`config.mk`:
```
export PLATFORM = sky130hd
export DESIGN_NAME = cmp_arbiter
export DESIGN_NICKNAME = d
export VERILOG_FILES = /design/src/rtl/cmp_arbiter.sv
export SDC_FILE = /design/constraint.sdc
export NUM_CORES = 1
export LEC_CHECK = 0
export CAP_MARGIN = 20
export CORE_UTILIZATION = 51
export CTS_CLUSTER_DIAMETER = 120
export DETAILED_ROUTE_END_ITERATION = 10
export GPL_ROUTABILITY_DRIVEN = 0
export GPL_TIMING_DRIVEN = 0
export PLACE_DENSITY = 0.84
export SLEW_MARGIN = 20
export SYNTH_ARGS = -nofsm -noshare
export SYNTH_HDL_FRONTEND = slang
export SYNTH_HIERARCHICAL = 1
export SYNTH_SLANG_ARGS = --single-unit
export TNS_END_PERCENT = 20
```
`constraint.sdc`:
```
create_clock -name cmp_arbiter_port_clk -period 4.1 [get_ports cmp_arbiter_port_clk]
set_input_delay 0.615 -clock cmp_arbiter_port_clk [delete_from_list [all_inputs] [get_ports cmp_arbiter_port_clk]]
set_output_delay 0.615 -clock cmp_arbiter_port_clk [all_outputs]
set_load 0.005 [all_outputs]
```
`src/rtl/cmp_arbiter.sv`:
```
// cmp_arbiter: two-requester round-robin front end sharing
// one registered 4-bit magnitude comparator.

module cmp4 (
  input  logic [3:0] a_i,
  input  logic [3:0] b_i,
  output logic       gt_o,
  output logic       eq_o,
  output logic       lt_o
);

  assign gt_o = a_i > b_i;
  assign eq_o = a_i == b_i;
  assign lt_o = a_i < b_i;

endmodule

module cmp_arbiter #(
  parameter int COUNT_W = 8
) (
  input  logic               cmp_arbiter_port_clk,
  input  logic               cmp_arbiter_port_rst_n,
  input  logic [1:0]         cmp_arbiter_port_req,
  input  logic [3:0]         cmp_arbiter_port_A0,
  input  logic [3:0]         cmp_arbiter_port_B0,
  input  logic [3:0]         cmp_arbiter_port_A1,
  input  logic [3:0]         cmp_arbiter_port_B1,
  output logic [1:0]         cmp_arbiter_oport_done,
  output logic [2:0]         cmp_arbiter_oport_P,
  output logic               cmp_arbiter_oport_gnt_id,
  output logic               cmp_arbiter_oport_busy,
  output logic [COUNT_W-1:0] cmp_arbiter_oport_count
);

  typedef enum logic [1:0] {
    S_IDLE = 2'd0,
    S_CMP  = 2'd1,
    S_DONE = 2'd2
  } state_e;

  localparam logic [COUNT_W-1:0] CNT_MAX = '1;
  localparam logic [COUNT_W-1:0] CNT_ONE =
    {{(COUNT_W-1){1'b0}}, 1'b1};

  state_e             state_q, state_d;
  logic [3:0]         a_q, a_d;
  logic [3:0]         b_q, b_d;
  logic [2:0]         p_q, p_d;
  logic               gnt_q, gnt_d;
  logic               last_q, last_d;
  logic [COUNT_W-1:0] cnt_q, cnt_d;

  logic win;
  logic gt, eq, lt;

  cmp4 u_cmp (
    .a_i  (a_q),
    .b_i  (b_q),
    .gt_o (gt),
    .eq_o (eq),
    .lt_o (lt)
  );

  // Lone requester wins; on contention the one not served last wins.
  always_comb begin
    win = 1'b0;
    unique case (1'b1)
      (cmp_arbiter_port_req == 2'b10): win = 1'b1;
      (cmp_arbiter_port_req == 2'b11): win = ~last_q;
      default:                         win = 1'b0;
    endcase
  end

  always_comb begin
    state_d = state_q;
    a_d     = a_q;
    b_d     = b_q;
    p_d     = p_q;
    gnt_d   = gnt_q;
    last_d  = last_q;
    cnt_d   = cnt_q;
    case (state_q)
      S_IDLE: begin
        if (cmp_arbiter_port_req != 2'b00) begin
          a_d     = win ? cmp_arbiter_port_A1
                        : cmp_arbiter_port_A0;
          b_d     = win ? cmp_arbiter_port_B1
                        : cmp_arbiter_port_B0;
          gnt_d   = win;
          state_d = S_CMP;
        end
      end
      S_CMP: begin
        p_d     = {gt, eq, lt};
        state_d = S_DONE;
      end
      S_DONE: begin
        last_d  = gnt_q;
        if (cnt_q != CNT_MAX) cnt_d = cnt_q + CNT_ONE;
        state_d = S_IDLE;
      end
      default: state_d = S_IDLE;
    endcase
  end

  always_ff @(posedge cmp_arbiter_port_clk
              or negedge cmp_arbiter_port_rst_n) begin
    if (!cmp_arbiter_port_rst_n) begin
      state_q <= S_IDLE;
      a_q     <= '0;
      b_q     <= '0;
      p_q     <= '0;
      gnt_q   <= 1'b0;
      last_q  <= 1'b1;
      cnt_q   <= '0;
    end else begin
      state_q <= state_d;
      a_q     <= a_d;
      b_q     <= b_d;
      p_q     <= p_d;
      gnt_q   <= gnt_d;
      last_q  <= last_d;
      cnt_q   <= cnt_d;
    end
  end

  assign cmp_arbiter_oport_done =
    (state_q == S_DONE) ? (gnt_q ? 2'b10 : 2'b01) : 2'b00;
  assign cmp_arbiter_oport_P      = p_q;
  assign cmp_arbiter_oport_gnt_id = gnt_q;
  assign cmp_arbiter_oport_busy   = state_q != S_IDLE;
  assign cmp_arbiter_oport_count  = cnt_q;

endmodule

```
==> results of run 1 <==
-- flip-flops by register name (all words and copies together), names as in the netlist --
| name | flops |
|---|---|
| a_q | 4 |
| b_q | 4 |
| cmp_arbiter_oport_P | 3 |
| cmp_arbiter_oport_count | 8 |
| cmp_arbiter_oport_gnt_id | 1 |
| last_q | 1 |
| state_q | 2 |
-- cells in the mapped netlist (all sizes together) --
library cell,number,area share
and2,3,0.015
mux2,23,0.23
and3,1,0.0049
a21o,1,0.0069
o2111a,1,0.0088
xnor2,2,0.014
a21oi,3,0.015
a21boi,1,0.015
nor4,1,0.017
and2b,1,0.0069
nand3,2,0.0078
o21bai,1,0.015
inv,8,0.023
ha,5,0.049
o2111ai,2,0.014
nand2b,3,0.021
nand2,7,0.021
buf,1,0.0088
o21a,1,0.0059
nor2,6,0.020
nor2b,1,0.011
dfstp,1,0.021
nand4,1,0.0049
o21ai,3,0.015
nor3,1,0.0039
dfrtp,22,0.43
-- placed cells by master, fill, tap and decap left out, types with 2 or more instances in the layout --
master | Yosys | layout
and2_1 | 3 | 3
dfrtp_1 | 22 | 22
o2111ai_1 | 2 | 2
mux2_1 | 8 | 8
mux2_2 | 6 | 6
nand2_1 | 7 | 7
clkdlybuf4s50_1 | 0 | 33
o21ai_0 | 2 | 2
a21oi_1 | 2 | 2
nand2b_1 | 2 | 2
mux2_4 | 9 | 9
ha_1 | 5 | 5
clkbuf_4 | 0 | 3
xnor2_1 | 2 | 2
nand3_1 | 2 | 2
inv_1 | 8 | 8
nor2_1 | 5 | 5
-- critical path, stage by stage, from the launching register on --
cell and delay [ns]:
dfrtp_1 0.43, nand2b_4 0.19, nor2_1 0.14, clkdlybuf4s50_1 0.53
-- cell type report --
cell class                      instances  area (um2)
Buffer                                  1        11.3
Inverter                                8        30.0
Clock inverter                          1        5.00
Tap cell                               28        35.0
Clock buffer                            3        22.5
Timing Repair Buffer                   34         335
Multi-Input combinational cell         70         661
Sequential cell                        23         577
Fill cell                             173         621
-- cell families (layout without fill, tap and decap cells) --
logic type,Yosys count,after routing,synth area share
flip-flops,23,23,0.451
buffers and inverters,9,47,0.0323
multiplexers,23,23,0.229
XOR/XNOR,2,2,0.0137
AO/OA/AOI/OAI,13,13,0.0939
adder cells (fa/ha/maj),5,5,0.0489
AND/OR/NAND/NOR,27,27,0.131
-- per-stage QoR --
stage	worst slack, ns	utilization	total power, uW	instances
after global placement	1.93	0.720	1010	164
after detailed placement	1.88	0.720	1040	164
after global routing	1.77	0.730	1220	168
after floorplan	2.50	-	822	102
after CTS	1.85	0.732	1150	168
final	1.87	0.730	1130	168
-- worst max-delay path by stage --
stage                                           end  slack, ns  cells after the start
after floorplan                              a_q[0]       2.50                      3
after global routing      cmp_arbiter_oport_done[1]       1.77                      3
after CTS                 cmp_arbiter_oport_done[1]       1.85                      3
final                     cmp_arbiter_oport_done[1]       1.87                      3
after detailed placement                     b_q[1]       1.88                      4
after global placement                       a_q[1]       1.93                      4
-- routing by layer --
| metal | routed length, um | vias to the layer above |
|---|---|---|
| met3 | 95 | 2 |
| li1 | - | 432 |
| met1 | 923 | 440 |
| met4 | 20 | 0 |
| met5 | 0 | - |
| met2 | 1180 | 26 |
-- power by group through the flow --
| stage | registers (uW) | clock network [uW] | logic [uW] |
|---|---|---|---|
| 3_3_place_gp | 418 | 0 | 591 |
| 5_1_grt | 438 | 121 | 662 |
| 3_5_place_dp | 427 | 0 | 612 |
| 4_1_cts | 423 | 113 | 614 |
| 6_report | 422 | 108 | 605 |
| 2_1_floorplan | 410 | 0 | 412 |
==> results.sh, run 1 <==
export IMPL_outcome="complete, no violations"
export IMPL_portBuffers=34
export IMPL_p_sw_uw=393
export IMPL_hold_slack_ns=0.247
export IMPL_firstDrtPassIters=2
export IMPL_grt_usage=0.193
export IMPL_clk_latency_ns=0.32
export IMPL_reg2reg_depth=4
export IMPL_wire_per_inst_um=13.2
export IMPL_dieArea_um2=2710
export IMPL_slew_headroom=0.662
export IMPL_synth_fp_nets=127
export IMPL_die_width_um=52.1
export IMPL_clock_sinks=23
export IMPL_busiest_layer="met2"
export IMPL_slew_violations=0
export IMPL_num_vias=900
export IMPL_max_freq_mhz=449
export IMPL_grt_util_met3=0.0292
export IMPL_grt_util_met1=0.206
export IMPL_clkPwrFrac=0.095
export IMPL_fin_tns_setup_ns=0
export IMPL_ios=35
export IMPL_fin_crit_sh=0.543
export IMPL_areaGrowthSynthToFinish_pct=31.1
export IMPL_htreeDepth=1
export IMPL_final_area_um2=1680
export IMPL_rsz0062_at_grt="false"
export IMPL_swShare=0.346
export IMPL_rows=17
export IMPL_antenna_found_initial=0
export IMPL_ys_seq_area_frac=0.451
export IMPL_ys_seq_elements=23
export IMPL_cts_hold_buf=0
export IMPL_yosysWarnings=6
export IMPL_drive_above_1_share=0.229
export IMPL_core_area_um2=2300
export IMPL_drc=0
export IMPL_grt_start_max_net_pins=24
export IMPL_seq_power_share=0.372
export IMPL_tightest_slew_ns=0.507
export IMPL_crit_type="reg2out"
export IMPL_final_antenna_net_count=0
export IMPL_drt_iter0_drc=3
export IMPL_syn_cell_area_um2=1280
export IMPL_fin_skew_ns=0.00720
export IMPL_p_per_area_nw_per_um2=676
export IMPL_cp_startpoint="state_q[0]"
export IMPL_grt_pass1_vias=926
export IMPL_internal_power_uw=742
export IMPL_period_needed_ns=2.23
export IMPL_cp_arrival_ns=1.61
export IMPL_antenna_cells=0
export IMPL_setup_viol=0
export IMPL_root_buffer="clkbuf_4"
export IMPL_grt_util_met2=0.376
export IMPL_ctsResizeCount=0
export IMPL_critPathMaxFanout=7
export IMPL_cts_setup_buffers=0
export IMPL_nets=166
export IMPL_cp_end_kind="output port"
export IMPL_clkTransAtPathRegs_ns=0.13
export IMPL_cts_buffers=3
export IMPL_placed_cell_area_um2=1650
export IMPL_avgSynthCellArea_um2=12.5
export IMPL_grt_pass1_wl_mm=3.82
export IMPL_combinationalPowerShare=0.533
export IMPL_initial_core_util=0.557
export IMPL_max_cap_violations=0
export IMPL_synth_cell_types=32
export IMPL_die_h_um=52.1
export IMPL_r2r_start="cmp_arbiter_oport_count[0]"
export IMPL_min_path_type="in2async"
export IMPL_hpwlAfterDp_mm=1.71
export IMPL_required_ns=3.48
export IMPL_globalRouteOverflowTotal=0
export IMPL_ir_worst_vdd_mv=0.415
export IMPL_syn_inst=102
export IMPL_r2r_setup_slack_ns=2.51
export IMPL_via_per_inst=5.36
export IMPL_rr_endpoint="cmp_arbiter_oport_count[1]"
export IMPL_cts_tree="yes"
export IMPL_cts_max_path_buffers=2
export IMPL_drt_total_wl_mm=2.22
export IMPL_startpoint_type="flop"
export IMPL_hold_viol_final=0
export IMPL_leakage_uw=0.000757
Note: power is estimated with default switching activity, not from simulation.
==> inputs of run 2 (changes only) <==
- CORE_UTILIZATION: 51 -> 47
- PLACE_DENSITY: 0.84 -> 0.78
- clock period: 4.1 -> 2.05 ns (I/O delays scaled with it)
==> run 2 against run 1 <==
  * Flip-flop and latch count unchanged
  * Combinational power increased by 98%
  * Sequential share of layout area decreased by 0.23 points
  * Clock-buffer cell count increased by 1
  * Worst hold slack improved by 0.23 ns
  * Power increased by 99%
  * Clock power increased by 97%
  * Register-to-register slack got worse by 2.0 ns
  * Global-route usage decreased by 1.0 points
  * Non-clock buffer count increased by 1
  * Critical path depth unchanged
  * Core utilization decreased by 6.1 points
  * Largest power group unchanged
==> results.sh, run 2 (synthesis results as in run 1) <==
export IMPL_crit_type="reg2out"
export IMPL_dieArea_um2=2930
export IMPL_grt_pass1_vias=911
export IMPL_areaGrowthSynthToFinish_pct=32.0
export IMPL_drt_total_wl_mm=2.16
export IMPL_max_freq_mhz=525
export IMPL_seq_power_share=0.373
export IMPL_min_path_type="in2async"
export IMPL_largest_reg_flops=8
export IMPL_grt_usage=0.183
export IMPL_cts_max_path_buffers=2
export IMPL_root_buffer="clkbuf_4"
export IMPL_core_area_um2=2520
export IMPL_final_antenna_net_count=0
export IMPL_startpoint_type="flop"
export IMPL_grt_util_met3=0.0254
export IMPL_critPathMaxFanout=7
export IMPL_outcome="complete, no violations"
export IMPL_clk_latency_ns=0.31
export IMPL_grt_util_met2=0.335
export IMPL_internal_power_uw=1490
export IMPL_clkPwrFrac=0.095
export IMPL_wire_per_inst_um=12.6
export IMPL_clkTransAtPathRegs_ns=0.13
export IMPL_drc=0
export IMPL_tightest_slew_ns=0.507
export IMPL_via_per_inst=5.26
export IMPL_firstDrtPassIters=4
export IMPL_leakage_uw=0.000758
export IMPL_ios=35
export IMPL_p_sw_uw=768
export IMPL_globalRouteOverflowTotal=0
export IMPL_nets=167
export IMPL_busiest_layer="met2"
export IMPL_grt_util_met1=0.213
export IMPL_grt_pass1_wl_mm=3.83
export IMPL_max_cap_violations=0
export IMPL_grt_start_max_net_pins=24
export IMPL_period_needed_ns=1.91
export IMPL_setup_viol=0
export IMPL_final_cell_mix="33 x clkdlybuf4s50_1, 22 x dfrtp_1, 9 x mux2_4"
export IMPL_antenna_cells=0
export IMPL_hpwlAfterDp_mm=1.63
export IMPL_htreeDepth=1
export IMPL_rows=18
export IMPL_fin_skew_ns=0.00689
export IMPL_ctsResizeCount=0
export IMPL_die_width_um=54.2
export IMPL_die_h_um=54.2
export IMPL_drt_iter0_drc=14
export IMPL_num_vias=899
export IMPL_required_ns=1.74
export IMPL_combinationalPowerShare=0.533
export IMPL_p_per_area_nw_per_um2=1330
export IMPL_rsz0062_at_grt="false"
export IMPL_dp_cells=166
export IMPL_antenna_found_initial=0
export IMPL_cp_end_kind="output port"
export IMPL_fin_cells=171
export IMPL_portBuffers=34
export IMPL_slew_violations=0
export IMPL_cts_tree="yes"
export IMPL_clock_sinks=23
export IMPL_cp_arrival_ns=1.60
export IMPL_swShare=0.341
export IMPL_fin_tns_setup_ns=0
export IMPL_hold_viol_final=0
export IMPL_fin_crit_sh=0.930
export IMPL_final_common_cell="clkdlybuf4s50_1"
export IMPL_slew_headroom=0.662
export IMPL_cts_buffers=3
export IMPL_drive_above_1_share=0.220
export IMPL_initial_core_util=0.507
export IMPL_ir_worst_vdd_mv=0.871
run 2: cell type report:
class                      instances  area (um2)
fill                             197         835
multi-input combinational         70         661
sequential                        23         577
timing repair buffer              35         345
tap                               30        37.5
inverter                           8        30.0
clock buffer                       4        26.3
buffer                             1        11.3
run 2: critical path, cell delays in order, from the launching register on:
cell	delay, ns
dfrtp_1	0.43
nand2b_4	0.19
nor2_1	0.14
clkdlybuf4s50_1	0.52
run 2: through the flow:
step | hold slack, ns | setup WS, ns | cell area [um2] | power (uW) | utilization
2_1_floorplan | 0.0119 | 0.616 | 1280 | 1640 | -
3_3_place_gp | 0.490 | 0.177 | 1660 | 2020 | 0.657
3_5_place_dp | 0.497 | 0.146 | 1660 | 2050 | 0.657
4_1_cts | 0.521 | 0.131 | 1680 | 2280 | 0.667
5_1_grt | 0.522 | 0.0807 | 1690 | 2450 | 0.669
6_report | 0.480 | 0.144 | 1690 | 2250 | 0.669
run 2: power by group through the flow:
stage               logic, uW  clock network (uW)  registers [uW]
floorplan                 824                   0             820
global placement         1190                   0             835
detailed placement       1200                   0             852
CTS                      1210                 221             842
global route             1330                 241             872
finish                   1200                 213             840
run 2: what timing repair did:
item,CTS,global route
hold buffers,0,1
endpoints found under the hold margin,0,22
setup buffers,0,0
run 2: worst paths after layout:
| kind | end | slack [ns] | cells after the start | start |
|---|---|---|---|---|
| worst max-delay path | cmp_arbiter_oport_done[1] | 0.14 | 3 | state_q[0] |
| worst min-delay path | cmp_arbiter_oport_count[7] | 0.48 | 2 | cmp_arbiter_port_rst_n |
| worst max register to register | cmp_arbiter_oport_count[1] | 0.48 | 4 | cmp_arbiter_oport_count[0] |
| worst min register to register | cmp_arbiter_oport_P[2] | 0.52 | 1 | cmp_arbiter_oport_P[2] |
| max in group asynchronous | last_q | 1.21 | 2 | cmp_arbiter_port_rst_n |
| min in group cmp_arbiter_port_clk | cmp_arbiter_oport_P[2] | 0.52 | 1 | cmp_arbiter_oport_P[2] |
run 2: metal layers:
metal  part of all wire  wire length (um)  up-vias
met2               0.52              1130       24
met5                  0                 0        -
met1               0.44               944      440
met3              0.037                80        0
li1                   -                 -      435
met4                  0                 0        0
